$ cat src/rtl/bus_responder.sv
// bus_responder: 68000 bus-cycle responder.
//   Decodes each address-strobe cycle into a chip select, inserts per-region
//   wait states, then acknowledges with dtack_n. Unmapped cycles and ROM
//   writes are answered with berr_n when BUS_RESPONDER_BERR_TIMEOUT_EN is
//   defined; otherwise they hold (no cs, no ack) until as_n rises.
//   After reset a boot overlay maps ROM at region 0x0 for BOOT_CYCLES
//   acknowledged cycles so the CPU can fetch its reset vectors.
// Ports:
//   clk      bus clock
//   reset_n  asynchronous active-low reset
//   as_n     address strobe from CPU
//   read     1 = read cycle, 0 = write
//   fc       function code (3'b111 = CPU space, never mapped)
//   addr     byte address, only addr[23:16] decoded
//   dtack_n  data transfer acknowledge (registered)
//   berr_n   bus error (registered; tied high without the macro)
//   rom_cs_n / ram_cs_n / io_cs_n  region selects (registered)
//   overlay  1 while the boot overlay is active
module bus_responder #(
  parameter int unsigned ROM_WAIT     = 2,
  parameter int unsigned RAM_WAIT     = 0,
  parameter int unsigned IO_WAIT      = 3,
  parameter int unsigned BERR_TIMEOUT = 64,
  parameter int unsigned BOOT_CYCLES  = 4
) (
  input  logic        clk,
  input  logic        reset_n,
  input  logic        as_n,
  input  logic        read,
  input  logic [2:0]  fc,
  input  logic [23:0] addr,
  output logic        dtack_n,
  output logic        berr_n,
  output logic        rom_cs_n,
  output logic        ram_cs_n,
  output logic        io_cs_n,
  output logic        overlay
);

  typedef enum logic [1:0] {S_IDLE, S_WAIT, S_ACK, S_FAULT} state_t;
  typedef enum logic [1:0] {RG_NONE, RG_ROM, RG_RAM, RG_IO} region_t;

  state_t     r_state, w_nxt_state;
  logic [3:0] r_wcnt, w_nxt_wcnt;
  logic [3:0] r_boot_cnt, w_nxt_boot_cnt;
  logic       r_overlay, w_nxt_overlay;
  logic       r_mapped, w_nxt_mapped;
  logic       r_dtack_n, w_nxt_dtack_n;
  logic [2:0] r_cs_n, w_nxt_cs_n;    // {rom, ram, io}
  logic       w_to_idle;
  region_t    w_region;
  logic       w_unused_addr;

`ifdef BUS_RESPONDER_BERR_TIMEOUT_EN
  logic [7:0] r_tcnt, w_nxt_tcnt;
  logic       r_berr_n, w_nxt_berr_n;
`endif

  assign w_unused_addr = ^addr[15:0];

  // Address decode; the overlay steals region 0x0 for ROM.
  always_comb begin
    w_region = RG_NONE;
    if (fc != 3'b111) begin
      if (addr[23:20] == 4'h0)
        w_region = r_overlay ? RG_ROM : RG_RAM;
      else if (addr[23:20] == 4'hF && !addr[19])
        w_region = RG_ROM;
      else if (addr[23:16] == 8'hFF)
        w_region = RG_IO;
    end
  end

  always_comb begin
    w_nxt_state    = r_state;
    w_nxt_wcnt     = r_wcnt;
    w_nxt_boot_cnt = r_boot_cnt;
    w_nxt_overlay  = r_overlay;
    w_nxt_mapped   = r_mapped;
    w_nxt_dtack_n  = r_dtack_n;
    w_nxt_cs_n     = r_cs_n;
    w_to_idle      = 1'b0;
`ifdef BUS_RESPONDER_BERR_TIMEOUT_EN
    w_nxt_tcnt     = r_tcnt;
    w_nxt_berr_n   = r_berr_n;
`endif
    unique case (r_state)
      S_IDLE: begin
        if (!as_n) begin
          // Unmapped cycles (and ROM writes without the fault path) sit in
          // WAIT with no select until the strobe goes away.
          w_nxt_state = S_WAIT;
          case (w_region)
            RG_ROM: begin
              if (read) begin
                w_nxt_cs_n   = 3'b011;
                w_nxt_wcnt   = 4'(ROM_WAIT);
                w_nxt_mapped = 1'b1;
              end else begin
`ifdef BUS_RESPONDER_BERR_TIMEOUT_EN
                w_nxt_state  = S_FAULT;
                w_nxt_berr_n = 1'b0;
`endif
              end
            end
            RG_RAM: begin
              w_nxt_cs_n   = 3'b101;
              w_nxt_wcnt   = 4'(RAM_WAIT);
              w_nxt_mapped = 1'b1;
            end
            RG_IO: begin
              w_nxt_cs_n   = 3'b110;
              w_nxt_wcnt   = 4'(IO_WAIT);
              w_nxt_mapped = 1'b1;
            end
            default: ;
          endcase
        end
      end
      S_WAIT: begin
        if (as_n) begin
          w_to_idle = 1'b1;
        end else if (r_mapped) begin
          if (r_wcnt == 4'd0) begin
            w_nxt_state   = S_ACK;
            w_nxt_dtack_n = 1'b0;
          end else begin
            w_nxt_wcnt = r_wcnt - 4'd1;
          end
        end
`ifdef BUS_RESPONDER_BERR_TIMEOUT_EN
        else begin
          if (r_tcnt == 8'(BERR_TIMEOUT - 1)) begin
            w_nxt_state  = S_FAULT;
            w_nxt_berr_n = 1'b0;
          end else if (r_tcnt != 8'hFF) begin
            w_nxt_tcnt = r_tcnt + 8'd1;
          end
        end
`endif
      end
      S_ACK: begin
        if (as_n) begin
          w_to_idle = 1'b1;
          if (r_overlay) begin
            w_nxt_boot_cnt = r_boot_cnt + 4'd1;
            if (r_boot_cnt + 4'd1 == 4'(BOOT_CYCLES))
              w_nxt_overlay = 1'b0;
          end
        end
      end
      S_FAULT: begin
        if (as_n)
          w_to_idle = 1'b1;
      end
      default: w_to_idle = 1'b1;
    endcase

    if (w_to_idle) begin
      w_nxt_state   = S_IDLE;
      w_nxt_dtack_n = 1'b1;
      w_nxt_cs_n    = 3'b111;
      w_nxt_wcnt    = 4'd0;
      w_nxt_mapped  = 1'b0;
`ifdef BUS_RESPONDER_BERR_TIMEOUT_EN
      w_nxt_tcnt    = 8'd0;
      w_nxt_berr_n  = 1'b1;
`endif
    end
  end

  always_ff @(posedge clk or negedge reset_n) begin
    if (!reset_n) begin
      r_state    <= S_IDLE;
      r_wcnt     <= '0;
      r_boot_cnt <= '0;
      r_overlay  <= 1'b1;
      r_mapped   <= 1'b0;
      r_dtack_n  <= 1'b1;
      r_cs_n     <= '1;
`ifdef BUS_RESPONDER_BERR_TIMEOUT_EN
      r_tcnt     <= '0;
      r_berr_n   <= 1'b1;
`endif
    end else begin
      r_state    <= w_nxt_state;
      r_wcnt     <= w_nxt_wcnt;
      r_boot_cnt <= w_nxt_boot_cnt;
      r_overlay  <= w_nxt_overlay;
      r_mapped   <= w_nxt_mapped;
      r_dtack_n  <= w_nxt_dtack_n;
      r_cs_n     <= w_nxt_cs_n;
`ifdef BUS_RESPONDER_BERR_TIMEOUT_EN
      r_tcnt     <= w_nxt_tcnt;
      r_berr_n   <= w_nxt_berr_n;
`endif
    end
  end

  assign dtack_n  = r_dtack_n;
  assign rom_cs_n = r_cs_n[2];
  assign ram_cs_n = r_cs_n[1];
  assign io_cs_n  = r_cs_n[0];
  assign overlay  = r_overlay;
`ifdef BUS_RESPONDER_BERR_TIMEOUT_EN
  assign berr_n   = r_berr_n;
`else
  assign berr_n   = 1'b1;
`endif

endmodule

$ cat config.mk
export PLATFORM = sky130hd
export DESIGN_NAME = bus_responder
export DESIGN_NICKNAME = d
export VERILOG_FILES = /design/src/rtl/bus_responder.sv
export SDC_FILE = /design/constraint.sdc
export NUM_CORES = 1
export LEC_CHECK = 0
export ABC_AREA = 0
export CAP_MARGIN = 40
export CORE_UTILIZATION = 43
export DETAILED_ROUTE_END_ITERATION = 12
export HOLD_SLACK_MARGIN = 0.12
export PLACE_DENSITY = 0.78
export SYNTH_ARGS = -nofsm -noshare
export SYNTH_HDL_FRONTEND = slang
export SYNTH_SLANG_ARGS = --single-unit
$ cat constraint.sdc
create_clock -name clk -period 2.4 [get_ports clk]
set_clock_uncertainty 0.15 [all_clocks]
set_input_delay 0.24 -clock clk [delete_from_list [all_inputs] [get_ports clk]]
set_output_delay 0.24 -clock clk [all_outputs]
set_load 0.05 [all_outputs]
---- Word level (Yosys, flattened, before mapping) ----
Cells that the tools add are included.
word-level totals
  register bits ........................... 16
  input bits .............................. 31
  output and inout bits ................... 6
  logic and storage cells ................. 87
operators by class
  $add $sub $neg .......................... 2
  eq/ne operators ......................... 19
  multiplexer cells ....................... 38
  reduce and logical (&&, ||, !) cells .... 21
operators by type and width
  operator               count
  $mux W4                6
  $ne A3 B3 Y1 const B   7
  $mux W2                10
  $mux W1                13
  $mux W3                4
  $pmux W4 S3            1
  $reduce_and A4 Y1      3
  $pmux W3 S3            1
  $eq A2 B2 Y1 const B   4
  $eq A8 B8 Y1 const B   1
  $logic_not A4 Y1       2
  $pmux W4 S2            1
  $reduce_bool A2 Y1     4
  $reduce_and A7 Y1      1
  $reduce_bool A3 Y1     2
  $ne A5 B3 Y1 const B   1
  $reduce_and A5 Y1      1
  $add A4 B1 Y4 const B  1
  $eq A2 B1 Y1 const B   2
  $eq A4 B3 Y1 const B   1
  $eq A4 B4 Y1 const B   1
  $ne A4 B4 Y1 const B   1
  $pmux W2 S2            1
  $reduce_bool A4 Y1     1
  other kinds (10)       10

---- Logic depth before layout (Yosys ltp) ----
  word-level depth ........................ 11
  gate-level depth with buffers ........... 7
  gate-level depth less buffers ........... 7

---- Worst setup path after synthesis ----
Ideal clock, no wire load.
  path kind ............................... register to register
  start ................................... register r_wcnt[0]
  end ..................................... register r_wcnt[1]
  setup time .............................. 0.125 ns
  arrival ................................. 1.746 ns
  data required time ...................... 2.125 ns
  slack ................................... 0.379 ns
  stages on the path, launching flop included .. 8
  path buffers ............................ 0
  clock period less this slack ............ 2.021 ns
  cell sequence ........................... dfrtp_1 > inv_1 > ha_1 > or3b_1 > a311o_1 > o21ai_2 > a21oi_4 > mux2_4
between the ends
  longest elaborated chain between the ends .. 6
  elaborated cells between the ends (all ways) .. 9
  classes of those cells .................. add/sub: 1; eq/ne: 1; mux: 5; reduce/logical: 2
RTL lines
  element                   RTL line  source
  start: declaration        44        logic [3:0] r_wcnt, w_nxt_wcnt;
  start signal: assignment  187       r_wcnt <= w_nxt_wcnt;
  $sub A4 B1 Y4             128       w_nxt_wcnt = r_wcnt - 4'd1;
  $mux W4                   124       if (r_wcnt == 4'd0) begin
  $mux W4                   123       end else if (r_mapped) begin
  $mux W4                   121       if (as_n) begin
  $pmux W4 S2               87        unique case (r_state)
  $mux W4                   159       if (w_to_idle) begin
Parallel ways exist; a longest one is shown, timed or not. The select of a mux whose other input is x is not followed.
A chain may end at the register's enable or synchronous reset.

---- Final worst setup path ----
Ends and elaborated chain as after synthesis.

==> flow_metrics.env <==
export IMPL_finalCritPeriodShare_pct=89.80
export IMPL_clock_path_buffers=2
export IMPL_power_frac_seq_pct=48.0
export IMPL_synth_distinct_cells=47
export IMPL_coreArea_um2=2062
export IMPL_final_setup_viol_count=0
export IMPL_required_ns=2.43
export IMPL_syn_avg_cell_area_um2=9.629
export IMPL_wl_met1_um=1005
export IMPL_drive_gt1_share_pct=19.20
export IMPL_finalInstanceArea_um2=1250
export IMPL_status="completed"
export IMPL_max_freq_mhz=464.0
export IMPL_cap_violations=0
export IMPL_rsz0062_at_grt="false"
export IMPL_viasPerCell=5.770
export IMPL_drtIter0Drc=20
export IMPL_synth_edf_count=0
export IMPL_tns_ns=0
export IMPL_worst_path_max_fanout=4
export IMPL_internal_power_mw=0.4747
export IMPL_max_slew_margin_pct=52.58
export IMPL_async_flop_share_pct=100.0
export IMPL_hold_buffers=0
export IMPL_final_nets=160
export IMPL_gr_usage_all_layers_pct=19.87
export IMPL_hold_class="primary input to asynchronous set/reset pin"
export IMPL_crit_type="flip-flop to flip-flop"
export IMPL_first_global_vias=876
export IMPL_path_clk_slew_ns=0.09
export IMPL_initial_utilization_pct=47.63
export IMPL_io_buffers=19
export IMPL_p_per_area_nw_per_um2=544.5
export IMPL_die_area_um2=2479
export IMPL_postSynthCellCount=102
export IMPL_clkPwrFrac_pct=26.0
export IMPL_syn_nets=136
export IMPL_overflow=0
export IMPL_cts_sinks=16
export IMPL_place_hpwl_um=1726
export IMPL_htreeDepth=1
export IMPL_drtAntennaViolNets=0
export IMPL_via_count=877
export IMPL_p_comb_share_pct=25.9
export IMPL_grt_pass1_wl_um=3829
export IMPL_wl_per_cell_um=14.74
export IMPL_gp_congestion=0.7856
export IMPL_hold_viol=0
export IMPL_die_h_um=49.79
export IMPL_yosysSeqAreaShare_pct=41.40
export IMPL_synth_flop_cell="dfrtp_1"
export IMPL_antenna_found_initial=0
export IMPL_period_needed_ns=2.155
export IMPL_p_leak_nw=0.5076
export IMPL_cts_tree="yes"
export IMPL_ys_ff_latch=16
export IMPL_drc=0
export IMPL_grt_max_degree=17
export IMPL_p_switching_mw=0.2060
export IMPL_drtPass1Iterations=4
export IMPL_wl_met2_um=1141
export IMPL_ir_drop_v=0.0004277
export IMPL_cp_end_kind="flip-flop"
export IMPL_root_buffer="clkbuf_4"
export IMPL_io_pins=37
export IMPL_top_layer_used="met3"
export IMPL_cp_arrival_ns=2.19
export IMPL_synthToLayoutAreaGrowth_pct=27.26
export IMPL_tightest_slew_ns=0.7091
export IMPL_yosys_warnings=0
export IMPL_post_cts_buffers=0
export IMPL_netlist_area_um2=982.2
export IMPL_postCtsResizedCells=0
export IMPL_row_count=16
export IMPL_numCtsBuffers=3
export IMPL_antennaDiodeCount=0
export IMPL_crit_path_start_kind="flip-flop"
export IMPL_clock_latency_ns=0.29
export IMPL_swShare_pct=30.26
export IMPL_wirelength_um=2240
export IMPL_wl_met3_um=93
export IMPL_maxSlewViolCount=0
export IMPL_dpl_instance_area_um2=1214
export IMPL_chipWidth_um=49.79
## final timing paths
kind | slack [ns] | from | depth (start not counted) | endpoint
worst max-delay path | 0.24 | r_wcnt[0] | 7 | r_wcnt[1]
worst min-delay path | 0.22 | reset_n | 1 | r_wcnt[0]
worst max register to register | 0.24 | r_wcnt[0] | 7 | r_wcnt[1]
worst min register to register | 0.34 | r_boot_cnt[3] | 1 | r_boot_cnt[3]
max in group asynchronous | 1.43 | reset_n | 1 | r_boot_cnt[1]
min in group clk | 0.34 | r_boot_cnt[3] | 1 | r_boot_cnt[3]
## cell usage in the layout (no fill, tap or decap), drive strengths merged, types with 2 or more instances in the layout
cell type,count
clkdlybuf4s50,19
dfrtp,11
inv,8
nor2,8
o21ai,7
a21oi,7
nand2,5
dfstp,5
nand3,4
clkbuf,4
nor3,3
nand4,3
a31oi,3
ha,3
buf,3
or2,2
o31ai,2
xnor2,2
o22ai,2
mux2,2
## cell type report
class                   instances  area (um^2)
fillers                       171        812.0
multi-input cells              75        530.5
flip-flops and latches         16        406.6
repair buffers                 22        212.7
clock buffers                   4        36.28
well taps                      27        33.78
inverters                       8        30.03
## critical path, stage by stage, from the launching register on
cell and delay (ns):
dfrtp_1 0.42, inv_1 0.11, ha_1 0.14, or3b_1 0.39, a311o_1 0.38, o21ai_2 0.10
a21oi_4 0.07, mux2_4 0.30
## sequential cells by signal, indices dropped and copies added (netlist names)
| register | cells |
|---|---|
| dtack_n | 1 |
| overlay | 1 |
| r_boot_cnt | 4 |
| r_cs_n | 3 |
| r_mapped | 1 |
| r_state | 2 |
| r_wcnt | 4 |
## logic make-up (layout without fill, tap and decap cells)
| logic type | count (synthesis) | count (layout) | share of synthesized area (%) |
|---|---|---|---|
| and+or+nand+nor | 34 | 34 | 19.62 |
| AOI/OAI and AO/OA | 31 | 31 | 23.82 |
| DFF | 16 | 16 | 41.40 |
| buffers and inverters | 11 | 34 | 4.587 |
| adders and majority gates | 3 | 3 | 3.822 |
| xor gates and xnor gates | 3 | 3 | 2.676 |
| muxes | 3 | 3 | 3.694 |
| other | 1 | 1 | 0.3818 |
## cell usage after synthesis (all sizes together), types with 2 or more instances
cell	count	area, um^2
xnor2	2	17.52
a31oi	3	18.77
nand2	5	18.77
o21ai	7	38.79
inv	8	30.03
nand4	3	18.77
nand3	4	20.02
dfstp	5	131.4
clkbuf	2	7.510
nor3	3	15.01
a21oi	7	50.05
or2	2	12.51
o22ai	2	18.77
o31ai	2	15.01
mux2	2	26.27
nor2	8	32.54
dfrtp	11	275.3
ha	3	37.54
## routing by layer
metal	vias to the layer above	GRT usage [%]
li1	422	-
met1	432	25.38
met2	23	33.78
met3	0	5.556
met4	0	2.857
met5	-	0
## stage by stage
| stage | hold slack (ns) | setup WS, ns | utilization [%] | instances | power, mW |
|---|---|---|---|---|---|
| final | 0.2175 | 0.2447 | 60.62 | 152 | 0.6806 |
| after global routing | 0.2826 | 0.1527 | 60.62 | 152 | 0.7161 |
| after CTS | 0.2511 | 0.2430 | 60.62 | 152 | 0.6860 |
| after detailed placement | 0.3298 | 0.006649 | 58.86 | 148 | 0.5072 |
| after global placement | 0.3162 | 0.04357 | 58.86 | 148 | 0.5001 |
| after floorplan | -0.2056 | 0.3793 | - | 102 | 0.4408 |
## power groups by stage
stage          sequential, mW  combinational, mW  clock [mW]
6_report                0.327              0.177       0.177
4_1_cts                 0.326              0.177       0.183
5_1_grt                 0.331              0.194       0.191
3_3_place_gp            0.330              0.170           0
3_5_place_dp            0.332              0.176           0
2_1_floorplan           0.345             0.0959           0
Power figures use the tool's default switching activity.
